==> src/rtl/fsk_pkg.sv <==
// Shared types and constants for the FSK frame receiver (fsk_edge_window + fsk_frame_demod).
// Optional build macro FSK_GLITCH_FILTER_EN is consumed by fsk_edge_window.
package fsk_pkg;

    typedef enum logic [1:0] {
        IDLE  = 2'd0,
        START = 2'd1,
        DATA  = 2'd2,
        STOP  = 2'd3
    } fsk_state_e;

    localparam int CW_W_DEF   = 12;
    localparam int EDGES_ZERO = 2;
    localparam int EDGES_ONE  = 4;

    localparam logic START_BIT = 1'b0;
    localparam logic STOP_BIT  = 1'b1;

    localparam int              EDGE_CNT_W   = 3;
    localparam logic [EDGE_CNT_W-1:0] EDGE_CNT_MAX = 3'd7;

    function automatic logic maj3(input logic a, input logic b, input logic c);
        return (a & b) | (a & c) | (b & c);
    endfunction

endpackage

==> src/rtl/fsk_edge_window.sv <==
// Line synchronizer, rise detector and per-bit-window edge counter; emits one decision per window.
// Build macro FSK_GLITCH_FILTER_EN inserts a majority-of-3 filter ahead of the rise detector.
module fsk_edge_window
    import fsk_pkg::*;
#(
    parameter int SPB         = 16,
    parameter int EDGE_THRESH = 3
) (
    input  logic clk,
    input  logic reset,
    input  logic datain,
    input  logic run,
    output logic start_rise,
    output logic bit_done,
    output logic bit_val
);

    localparam int              WIN_W    = $clog2(SPB);
    localparam logic [WIN_W-1:0] WIN_LAST = WIN_W'(SPB - 1);

    logic sync1_q, sync1_d;
    logic sync2_q, sync2_d;
    logic prev_q,  prev_d;
    logic line_s;
    logic rise;

    logic [WIN_W-1:0]      win_cnt_q,  win_cnt_d;
    logic [EDGE_CNT_W-1:0] edge_cnt_q, edge_cnt_d;
    logic [EDGE_CNT_W:0]   edge_sum;

`ifdef FSK_GLITCH_FILTER_EN
    logic hist1_q, hist1_d;
    logic hist2_q, hist2_d;
    logic filt_q,  filt_d;

    always_comb begin
        hist1_d = sync2_q;
        hist2_d = hist1_q;
        filt_d  = maj3(sync2_q, hist1_q, hist2_q);
    end

    always_ff @(posedge clk or negedge reset) begin
        if (!reset) begin
            hist1_q <= 1'b0;
            hist2_q <= 1'b0;
            filt_q  <= 1'b0;
        end else begin
            hist1_q <= hist1_d;
            hist2_q <= hist2_d;
            filt_q  <= filt_d;
        end
    end

    assign line_s = filt_q;
`else
    assign line_s = sync2_q;
`endif

    always_comb begin
        sync1_d = datain;
        sync2_d = sync1_q;
        prev_d  = line_s;
    end

    assign rise     = line_s & ~prev_q;
    assign edge_sum = {1'b0, edge_cnt_q} + {{EDGE_CNT_W{1'b0}}, rise};

    // A rise while idle is index 0 of the start window and already counts as edge 1.
    always_comb begin
        win_cnt_d  = win_cnt_q;
        edge_cnt_d = edge_cnt_q;
        bit_done   = 1'b0;
        bit_val    = 1'b0;
        start_rise = rise & ~run;
        if (!run) begin
            win_cnt_d  = rise ? WIN_W'(1) : '0;
            edge_cnt_d = rise ? EDGE_CNT_W'(1) : '0;
        end else if (win_cnt_q == WIN_LAST) begin
            bit_done   = 1'b1;
            bit_val    = (edge_sum >= (EDGE_CNT_W+1)'(EDGE_THRESH));
            win_cnt_d  = '0;
            edge_cnt_d = '0;
        end else begin
            win_cnt_d = win_cnt_q + WIN_W'(1);
            if (rise && (edge_cnt_q != EDGE_CNT_MAX)) begin
                edge_cnt_d = edge_cnt_q + EDGE_CNT_W'(1);
            end
        end
    end

    always_ff @(posedge clk or negedge reset) begin
        if (!reset) begin
            sync1_q    <= 1'b0;
            sync2_q    <= 1'b0;
            prev_q     <= 1'b0;
            win_cnt_q  <= '0;
            edge_cnt_q <= '0;
        end else begin
            sync1_q    <= sync1_d;
            sync2_q    <= sync2_d;
            prev_q     <= prev_d;
            win_cnt_q  <= win_cnt_d;
            edge_cnt_q <= edge_cnt_d;
        end
    end

endmodule

==> src/rtl/fsk_frame_demod.sv <==
// FSK frame receiver: start/data/stop framing, codeword shift register and valid/ready output.
// Build macro FSK_GLITCH_FILTER_EN (see fsk_edge_window) adds 2 clocks of input latency.
//
//   state | meaning
//   IDLE  | line quiet, waiting for a start rise
//   START | sampling start window; tone 1 here is treated as noise
//   DATA  | shifting in CW_W bits, MSB first
//   STOP  | sampling stop window; tone 1 delivers, tone 0 flags frame_err
module fsk_frame_demod
    import fsk_pkg::*;
#(
    parameter int SPB         = 16,
    parameter int EDGE_THRESH = (EDGES_ZERO + EDGES_ONE + 1) / 2,
    parameter int CW_W        = CW_W_DEF
) (
    input  logic            clk,
    input  logic            reset,
    input  logic            datain,
    output logic [CW_W-1:0] dataout,
    output logic            out_valid,
    input  logic            out_ready,
    output logic            frame_err,
    output logic            overflow,
    output logic            busy
);

    localparam int IDX_W = $clog2(CW_W);

    fsk_state_e       state_q, state_d;
    logic [IDX_W-1:0] bit_idx_q, bit_idx_d;
    logic [CW_W-1:0]  shreg_q, shreg_d;
    logic             deliver_q, deliver_d;
    logic             frame_err_q, frame_err_d;
    logic [CW_W-1:0]  dout_q, dout_d;
    logic             valid_q, valid_d;
    logic             ovf_q, ovf_d;

    logic run;
    logic start_rise;
    logic bit_done;
    logic bit_val;

    assign run = (state_q != IDLE);

    fsk_edge_window #(
        .SPB         (SPB),
        .EDGE_THRESH (EDGE_THRESH)
    ) u_edge_window (
        .clk        (clk),
        .reset      (reset),
        .datain     (datain),
        .run        (run),
        .start_rise (start_rise),
        .bit_done   (bit_done),
        .bit_val    (bit_val)
    );

    always_comb begin
        state_d     = state_q;
        bit_idx_d   = bit_idx_q;
        shreg_d     = shreg_q;
        deliver_d   = 1'b0;
        frame_err_d = 1'b0;
        case (state_q)
            IDLE: begin
                if (start_rise) begin
                    state_d = START;
                end
            end
            START: begin
                if (bit_done) begin
                    if (bit_val == START_BIT) begin
                        state_d   = DATA;
                        bit_idx_d = IDX_W'(CW_W - 1);
                    end else begin
                        state_d = IDLE;
                    end
                end
            end
            DATA: begin
                if (bit_done) begin
                    shreg_d = {shreg_q[CW_W-2:0], bit_val};
                    if (bit_idx_q == '0) begin
                        state_d = STOP;
                    end else begin
                        bit_idx_d = bit_idx_q - IDX_W'(1);
                    end
                end
            end
            STOP: begin
                if (bit_done) begin
                    state_d = IDLE;
                    if (bit_val == STOP_BIT) begin
                        deliver_d = 1'b1;
                    end else begin
                        frame_err_d = 1'b1;
                    end
                end
            end
            default: state_d = IDLE;
        endcase
    end

    // Delivery lands one cycle after the stop decision; a full, unaccepted slot drops the new word.
    always_comb begin
        dout_d  = dout_q;
        valid_d = valid_q;
        ovf_d   = ovf_q;
        if (valid_q && out_ready) begin
            valid_d = 1'b0;
        end
        if (deliver_q) begin
            if (!valid_q || out_ready) begin
                dout_d  = shreg_q;
                valid_d = 1'b1;
            end else begin
                ovf_d = 1'b1;
            end
        end
    end

    always_ff @(posedge clk or negedge reset) begin
        if (!reset) begin
            state_q     <= IDLE;
            bit_idx_q   <= '0;
            shreg_q     <= '0;
            deliver_q   <= 1'b0;
            frame_err_q <= 1'b0;
            dout_q      <= '0;
            valid_q     <= 1'b0;
            ovf_q       <= 1'b0;
        end else begin
            state_q     <= state_d;
            bit_idx_q   <= bit_idx_d;
            shreg_q     <= shreg_d;
            deliver_q   <= deliver_d;
            frame_err_q <= frame_err_d;
            dout_q      <= dout_d;
            valid_q     <= valid_d;
            ovf_q       <= ovf_d;
        end
    end

    assign dataout   = dout_q;
    assign out_valid = valid_q;
    assign frame_err = frame_err_q;
    assign overflow  = ovf_q;
    assign busy      = run;

endmodule
==> config.mk <==
export PLATFORM = sky130hd
export DESIGN_NAME = fsk_frame_demod
export DESIGN_NICKNAME = d
export VERILOG_FILES = /design/src/rtl/fsk_pkg.sv /design/src/rtl/fsk_edge_window.sv /design/src/rtl/fsk_frame_demod.sv
export SDC_FILE = /design/constraint.sdc
export NUM_CORES = 1
export LEC_CHECK = 0
export ABC_CLOCK_PERIOD_IN_PS = 4000
export CAP_MARGIN = 20
export CORE_ASPECT_RATIO = 1.75
export CORE_MARGIN = 1
export CORE_UTILIZATION = 59
export DETAILED_ROUTE_END_ITERATION = 8
export PLACE_DENSITY_LB_ADDON = 0.3
export SLEW_MARGIN = 25
export SYNTH_ARGS = -nofsm -noshare
export SYNTH_HDL_FRONTEND = slang
export SYNTH_SLANG_ARGS = --single-unit
export TNS_END_PERCENT = 1
==> constraint.sdc <==
create_clock -name clk -period 4 [get_ports clk]
set_input_delay 0.8 -clock clk [delete_from_list [all_inputs] [get_ports clk]]
set_output_delay 0.8 -clock clk [all_outputs]
set_load 0.05 [all_outputs]
==> results of run 1 <==
cells in the final DEF (no fill, tap or decap):
cell	count
a21boi_0	1
a21oi_1	4
a21oi_2	1
a22oi_1	1
a2bb2oi_1	1
a2bb2oi_2	1
and2b_1	1
and3_1	1
buf_4	1
bufinv_16	1
clkbuf_1	1
clkbuf_8	5
clkdlybuf4s50_1	18
clkinv_2	1
dfrtp_1	44
ha_1	7
inv_1	6
mux2_1	8
mux2_2	16
mux2_4	1
mux2i_1	1
nand2_1	11
nand2b_1	4
nand3_1	4
nand3_2	1
nand4b_2	1
nor2_1	7
nor2_2	1
nor2b_1	2
nor3_1	1
nor3b_1	2
o211a_4	1
o21ai_0	9
o21bai_1	1
o21bai_4	1
o22ai_1	1
o31a_1	1
xnor2_1	1
xor2_1	1
area by class of cell:
cell class                 count  area, µm²
sequential                    44       1100
fill                         231        907
inverter                       6       22.5
timing repair buffer          19        188
clock buffer                   6       72.6
tap                           43       53.8
clock inverter                 2       35.0
multi-input combinational     94        762
worst min path at each step:
stage | from | to | slack, ns
2_1_floorplan | u_edge_window.sync1_q$_DFF_PN0_ | u_edge_window.line_s$_DFF_PN0_ | 0.33
5_1_grt | u_edge_window.sync1_q$_DFF_PN0_ | u_edge_window.line_s$_DFF_PN0_ | 0.36
6_report | u_edge_window.sync1_q$_DFF_PN0_ | u_edge_window.line_s$_DFF_PN0_ | 0.35
3_5_place_dp | u_edge_window.sync1_q$_DFF_PN0_ | u_edge_window.line_s$_DFF_PN0_ | 0.34
3_3_place_gp | u_edge_window.sync1_q$_DFF_PN0_ | u_edge_window.line_s$_DFF_PN0_ | 0.34
4_1_cts | u_edge_window.sync1_q$_DFF_PN0_ | u_edge_window.line_s$_DFF_PN0_ | 0.36
registers in the layout (all words and copies together), names as in the netlist, named ones only:
name / count
bit_idx_q: 4
dataout: 12
deliver_q: 1
frame_err: 1
out_valid: 1
overflow: 1
shreg_q: 12
state_q: 1
u_edge_window.edge_cnt_q: 3
u_edge_window.line_s: 1
u_edge_window.prev_q: 1
u_edge_window.sync1_q: 1
u_edge_window.win_cnt_q: 4
power breakdown:
| part | internal, W | switching, W | total, W | leakage (nW) |
|---|---|---|---|---|
| clock network | 0.000185 | 0.000139 | 0.000324 | 0.0552 |
| logic | 0.000114 | 0.000146 | 0.000260 | 0.443 |
| registers | 0.000503 | 0.0000671 | 0.000570 | 0.592 |
| total | 0.000801 | 0.000353 | 0.00115 | 1.09 |
per-stage QoR:
stage          power, W  hold slack [ns]
6_report        0.00115            0.352
4_1_cts         0.00117            0.355
2_1_floorplan  0.000775            0.331
3_3_place_gp   0.000815            0.336
5_1_grt         0.00122            0.360
3_5_place_dp   0.000842            0.337
cell families after synthesis:
group                      after synthesis  share of synthesized area (%)
DFF                                     44                           57.1
and+or+nand+nor                         36                           9.86
muxes                                   26                           15.3
AOI/OAI and AO/OA                       23                           8.89
buffers and inverters                   11                           3.44
adders and majority gates                7                           4.54
xor gates and xnor gates                 2                          0.908
layer usage:
| metal | share of wire (%) | global-route usage [%] | wire [µm] |
|---|---|---|---|
| met5 | 0 | 0 | 0 |
| met4 | 3.4 | 11.2 | 105 |
| met3 | 2.3 | 4.19 | 73 |
| met2 | 56 | 37.5 | 1750 |
| met1 | 38 | 21.1 | 1200 |
==> results.cfg, run 1 <==
[outcome]
outcome = finished, final reports clean

[sta]
post-route-period-util_pct = 66.5
max_slew_margin_pct = 57.2
slew_violations = 0
rsz0062_at_grt = false
max_freq_mhz = 376
timing.clock.skew_ns = 0.00703
tns_ns = 0
setup_viol = 0
tightest_slew_ns = 0.641
timing.final.ws_setup_ns = 1.34
hold_viol_final = 0
post-route-min-period_ns = 2.66

[placement]
post_dp_cell_area_um2 = 2120
dp_cells = 206
dpl.hpwl_um = 2260
gp_congestion = 0.769
pre_cts_ws_ns = 1.68
port-buffer-count = 19

[synth]
synthTopCellsByArea = dfrtp_1 57%, mux2_2 9.3%, mux2_1 4.7%, ha_1 4.5%, o21ai_0 2.3%
synth.avg_cell_area_um2 = 12.9
ys.flop_type = dfrtp_1
synth_cell_types = 35
yosys.area.top_type = dfrtp_1
synth-seq-area-share_pct = 57.1
synth.most_common_cell = dfrtp_1
syn_area_um2 = 1930
synth_nets = 160
yosysTopAreaCellShare_pct = 57.1
synthTopCellsByCount = 44 x dfrtp_1, 16 x mux2_2, 11 x nand2_1, 9 x o21ai_0, 8 x mux2_1
synth_cells = 149
synth_warnings = 0
synth_edf_count = 0
async_flop_share_pct = 100
ys_ff_latch = 44

[critical_path]
crit_buf_inv = 2
reg2reg_depth = 8
path_delay_family = buffers and inverters
critPathLaunchType = register
reg2reg_slack_ns = 2.02
crit_path_top_delay_cell = clkdlybuf4s50_1
path_cells = nor2_1 > inv_1 > clkdlybuf4s50_1
reg2reg_from = u_edge_window.line_s$_DFF_PN0_
cp-endpoint = busy
max_stage_delay_ns = 0.71
cp.required_ns = 3.20
critPathMaxFanout = 9
cp.arrival_ns = 1.86
worstSetupEndpointType = output port
cp.depth = 3
r2r-end = bit_idx_q[0]$_DFFE_PN0P_
path_class = register to output port

[routing]
drt.antenna.violating_nets = 0
first_pass_iters = 6
drt_iter0_drc = 24
drc = 0
vias_per_cell = 5.52
wl_per_cell_um = 14.6
wl_um = 3130
via_count = 1181

[clock_tree]
htreeDepth = 2
cts.path.max_buffers = 2
cts-resized-gates = 0
post_cts_buffers = 0
cts_tree = yes
clk_latency_ns = 0.29
path_clk_slew_ns = 0.08
clock-sinks = 44
cts_buffers = 5
cts_hold_buf = 0
root_buffer = clkbuf_8

[hold_path]
min_path_type = register to register
min_path_cells = 0

[cells_and_area]
drive_gt1_share_pct = 18.7
finish.utilization_pct = 71.1
layout.nets = 181
syn_to_final_growth_pct = 15.8
stdcell_count = 214
fin_area_um2 = 2230
diodes = 0

[grt]
grt_use_total_pct = 20.9
antenna_found_initial = 0
grt_pass1_wl_um = 5290
grt-ovfl-total = 0
grt_pass1_vias = 1267
grt_max_degree = 45

[power_and_ir_drop]
power.density_nw_per_um2 = 516
ir_drop_mv = 0.511
leakagePower_nw = 1.09

[floorplanning]
dieArea_um2 = 3510
num_rows = 27
io_pins = 20
coreArea_um2 = 3140
initial_utilization_pct = 61.4
fp.dieH_um = 77.6
fp.dieW_um = 45.2

[flow_run]
maxCapViolCount = 0
Power figures use the tool's default switching activity.
==> inputs of run 2 (changes only) <==
ABC_CLOCK_PERIOD_IN_PS = 2400   (was 4000)
CORE_UTILIZATION = 50   (was 59)
clock period = 2.4 ns   (was 4 ns; I/O delays follow)
==> run 2 against run 1 <==
Net effect: flip-flop and latch count stayed put; global-route usage is 1.8 points lower; clock skew is 0.00065 ns lower; sequential power is 66% higher; critical path type unchanged; worst setup slack worse by 1.2 ns; total power is 76% higher; worst hold slack worse by 0.21 ns; cell count is 2.3% higher; via count is 0.76% lower; largest cell class unchanged; combinational power is 70% higher; final area is 2.0% higher.
==> results.cfg, run 2 (synthesis results as in run 1) <==
[flow_run]
maxCapViolCount = 0

[floorplanning]
initial_utilization_pct = 52.6
io_pins = 20
dieArea_um2 = 4120
num_rows = 29
fp.dieW_um = 49.0
coreArea_um2 = 3660
fp.dieH_um = 84.2

[cells_and_area]
fin_area_um2 = 2280
fill_cells = 285
drive_gt1_share_pct = 20.2
syn_to_final_growth_pct = 18.2
diodes = 0
layout.nets = 184
mostFrequentLayoutCell = dfrtp_1
mostFrequentLayoutCells = 44 x dfrtp_1, 18 x clkdlybuf4s50_1, 16 x mux2_2, 11 x nand2_1, 9 x o21ai_0

[routing]
drt_iter0_drc = 15
drc = 0
via_count = 1172
first_pass_iters = 3
vias_per_cell = 5.35
wl_per_cell_um = 14.6
wl_um = 3210
drt.antenna.violating_nets = 0

[placement]
gp_congestion = 0.796
port-buffer-count = 19
post_dp_cell_area_um2 = 2150
dpl.hpwl_um = 2470

[critical_path]
critPathMaxFanout = 9
crit_buf_inv = 2
worstSetupEndpointType = output port
cp.required_ns = 1.92
path_cells = nor2_1 > inv_1 > clkdlybuf4s50_1
path_delay_family = buffers and inverters
max_stage_delay_ns = 0.71
critPathLaunchType = register
path_class = register to output port
cp.arrival_ns = 1.83
crit_path_top_delay_cell = clkdlybuf4s50_1

[clock_tree]
post_cts_buffers = 0
cts_buffers = 5
cts_tree = yes
path_clk_slew_ns = 0.08
cts.path.max_buffers = 2
clk_latency_ns = 0.29
clock-sinks = 44
cts_hold_buf = 0
root_buffer = clkbuf_8
cts-resized-gates = 0
htreeDepth = 2

[grt]
grt_use_total_pct = 19.1
grt_max_degree = 23
antenna_found_initial = 0
grt_pass1_vias = 1328
grt_pass1_wl_um = 5950
grt-ovfl-total = 0

[outcome]
outcome = finished, final reports clean

[power_and_ir_drop]
power.density_nw_per_um2 = 893
pwr-share-comb_pct = 21.8
ir_drop_mv = 0.631
seq_power_share_pct = 46.5
power_frac_clock_pct = 31.8
p_sw_w = 0.000596
p_int_w = 0.00144
leakagePower_nw = 1.11
switching_share_pct = 29.3

[sta]
setup_viol = 0
tns_ns = 0
slew_violations = 0
tightest_slew_ns = 0.511
rsz0062_at_grt = false
post-route-period-util_pct = 96.1
post-route-min-period_ns = 2.31
max_freq_mhz = 434
hold_viol_final = 0
max_slew_margin_pct = 65.8
timing.clock.skew_ns = 0.00638

[hold_path]
min_path_type = input port to asynchronous set/reset pin
-- run 2: cell count changes in the layout (fill, tap and decap cells not counted) --
cell	previous run	this run
buf_2	0	1
buf_4	1	3
bufinv_16	1	2
clkbuf_1	1	0
clkinv_2	1	0
-- run 2: power groups by stage --
| stage | logic, W | clock network [W] | registers, W |
|---|---|---|---|
| 3_3_place_gp | 0.000412 | 0 | 0.000951 |
| 4_1_cts | 0.000452 | 0.000663 | 0.000947 |
| 3_5_place_dp | 0.000448 | 0 | 0.000961 |
| 5_1_grt | 0.000501 | 0.000697 | 0.000967 |
| 2_1_floorplan | 0.000377 | 0 | 0.000915 |
| 6_report | 0.000443 | 0.000647 | 0.000946 |
-- run 2: worst reg2reg max path, stage by stage (launching register included) --
cell	delay (ns)
dfrtp_1	0.39
nand2b_1	0.17
inv_1	0.10
ha_1	0.20
ha_1	0.19
a21boi_0	0.14
a21oi_2	0.30
nor3b_1	0.10
o31a_1	0.24
-- run 2: path summary, 6_finish.rpt --
check                                                      from  slack, ns  cells after the start                              endpoint
worst max-delay path                                   register       0.09                      3                                  busy
worst min-delay path                                      reset       0.14                      1                dataout[6]$_DFFE_PN0P_
worst max register to register   u_edge_window.line_s$_DFF_PN0_       0.46                      8              bit_idx_q[0]$_DFFE_PN0P_
worst min register to register  u_edge_window.sync1_q$_DFF_PN0_       0.36                      0        u_edge_window.line_s$_DFF_PN0_
max in group asynchronous                                 reset       1.70                      2  u_edge_window.win_cnt_q[1]$_DFF_PN0_
min in group clk                u_edge_window.sync1_q$_DFF_PN0_       0.36                      0        u_edge_window.line_s$_DFF_PN0_
-- run 2: through the flow --
| stage | hold WS (ns) | worst slack, ns | util, % | total power (W) | cells |
|---|---|---|---|---|---|
| CTS | 0.158 | 0.0708 | 62.2 | 0.00206 | 219 |
| detailed placement | 0.346 | 0.395 | 58.7 | 0.00141 | 212 |
| floorplan | 0.184 | 0.677 | - | 0.00129 | 149 |
| global route | 0.170 | 0.00721 | 62.2 | 0.00217 | 219 |
| global placement | 0.337 | 0.398 | 58.7 | 0.00136 | 212 |
| finish | 0.142 | 0.0939 | 62.2 | 0.00204 | 219 |
-- run 2: area by class of cell --
| cell class | count | area, µm² | share of cell area [%] |
|---|---|---|---|
| clock buffer | 5 | 68.8 | 3.02 |
| clock inverter | 2 | 60.1 | 2.63 |
| inverter | 6 | 22.5 | 0.988 |
| multi-input combinational | 94 | 762 | 33.4 |
| sequential | 44 | 1100 | 48.3 |
| tap | 46 | 57.6 | 2.52 |
| timing repair buffer | 22 | 208 | 9.11 |
-- run 2: layer usage --
layer	vias up	GRT usage (%)	part of all wire (%)
met2	18	36.0	59
met5	-	0	0
met4	0	7.22	1.5
met3	5	4.89	2.4
li1	560	-	-
met1	589	19.7	37
==> inputs of run 3 (changes only) <==
SKIP_CTS_REPAIR_TIMING = 1   (was default)
==> results of run 3 <==
No change in the layout: final DEF, timing and power equal those of run 2.
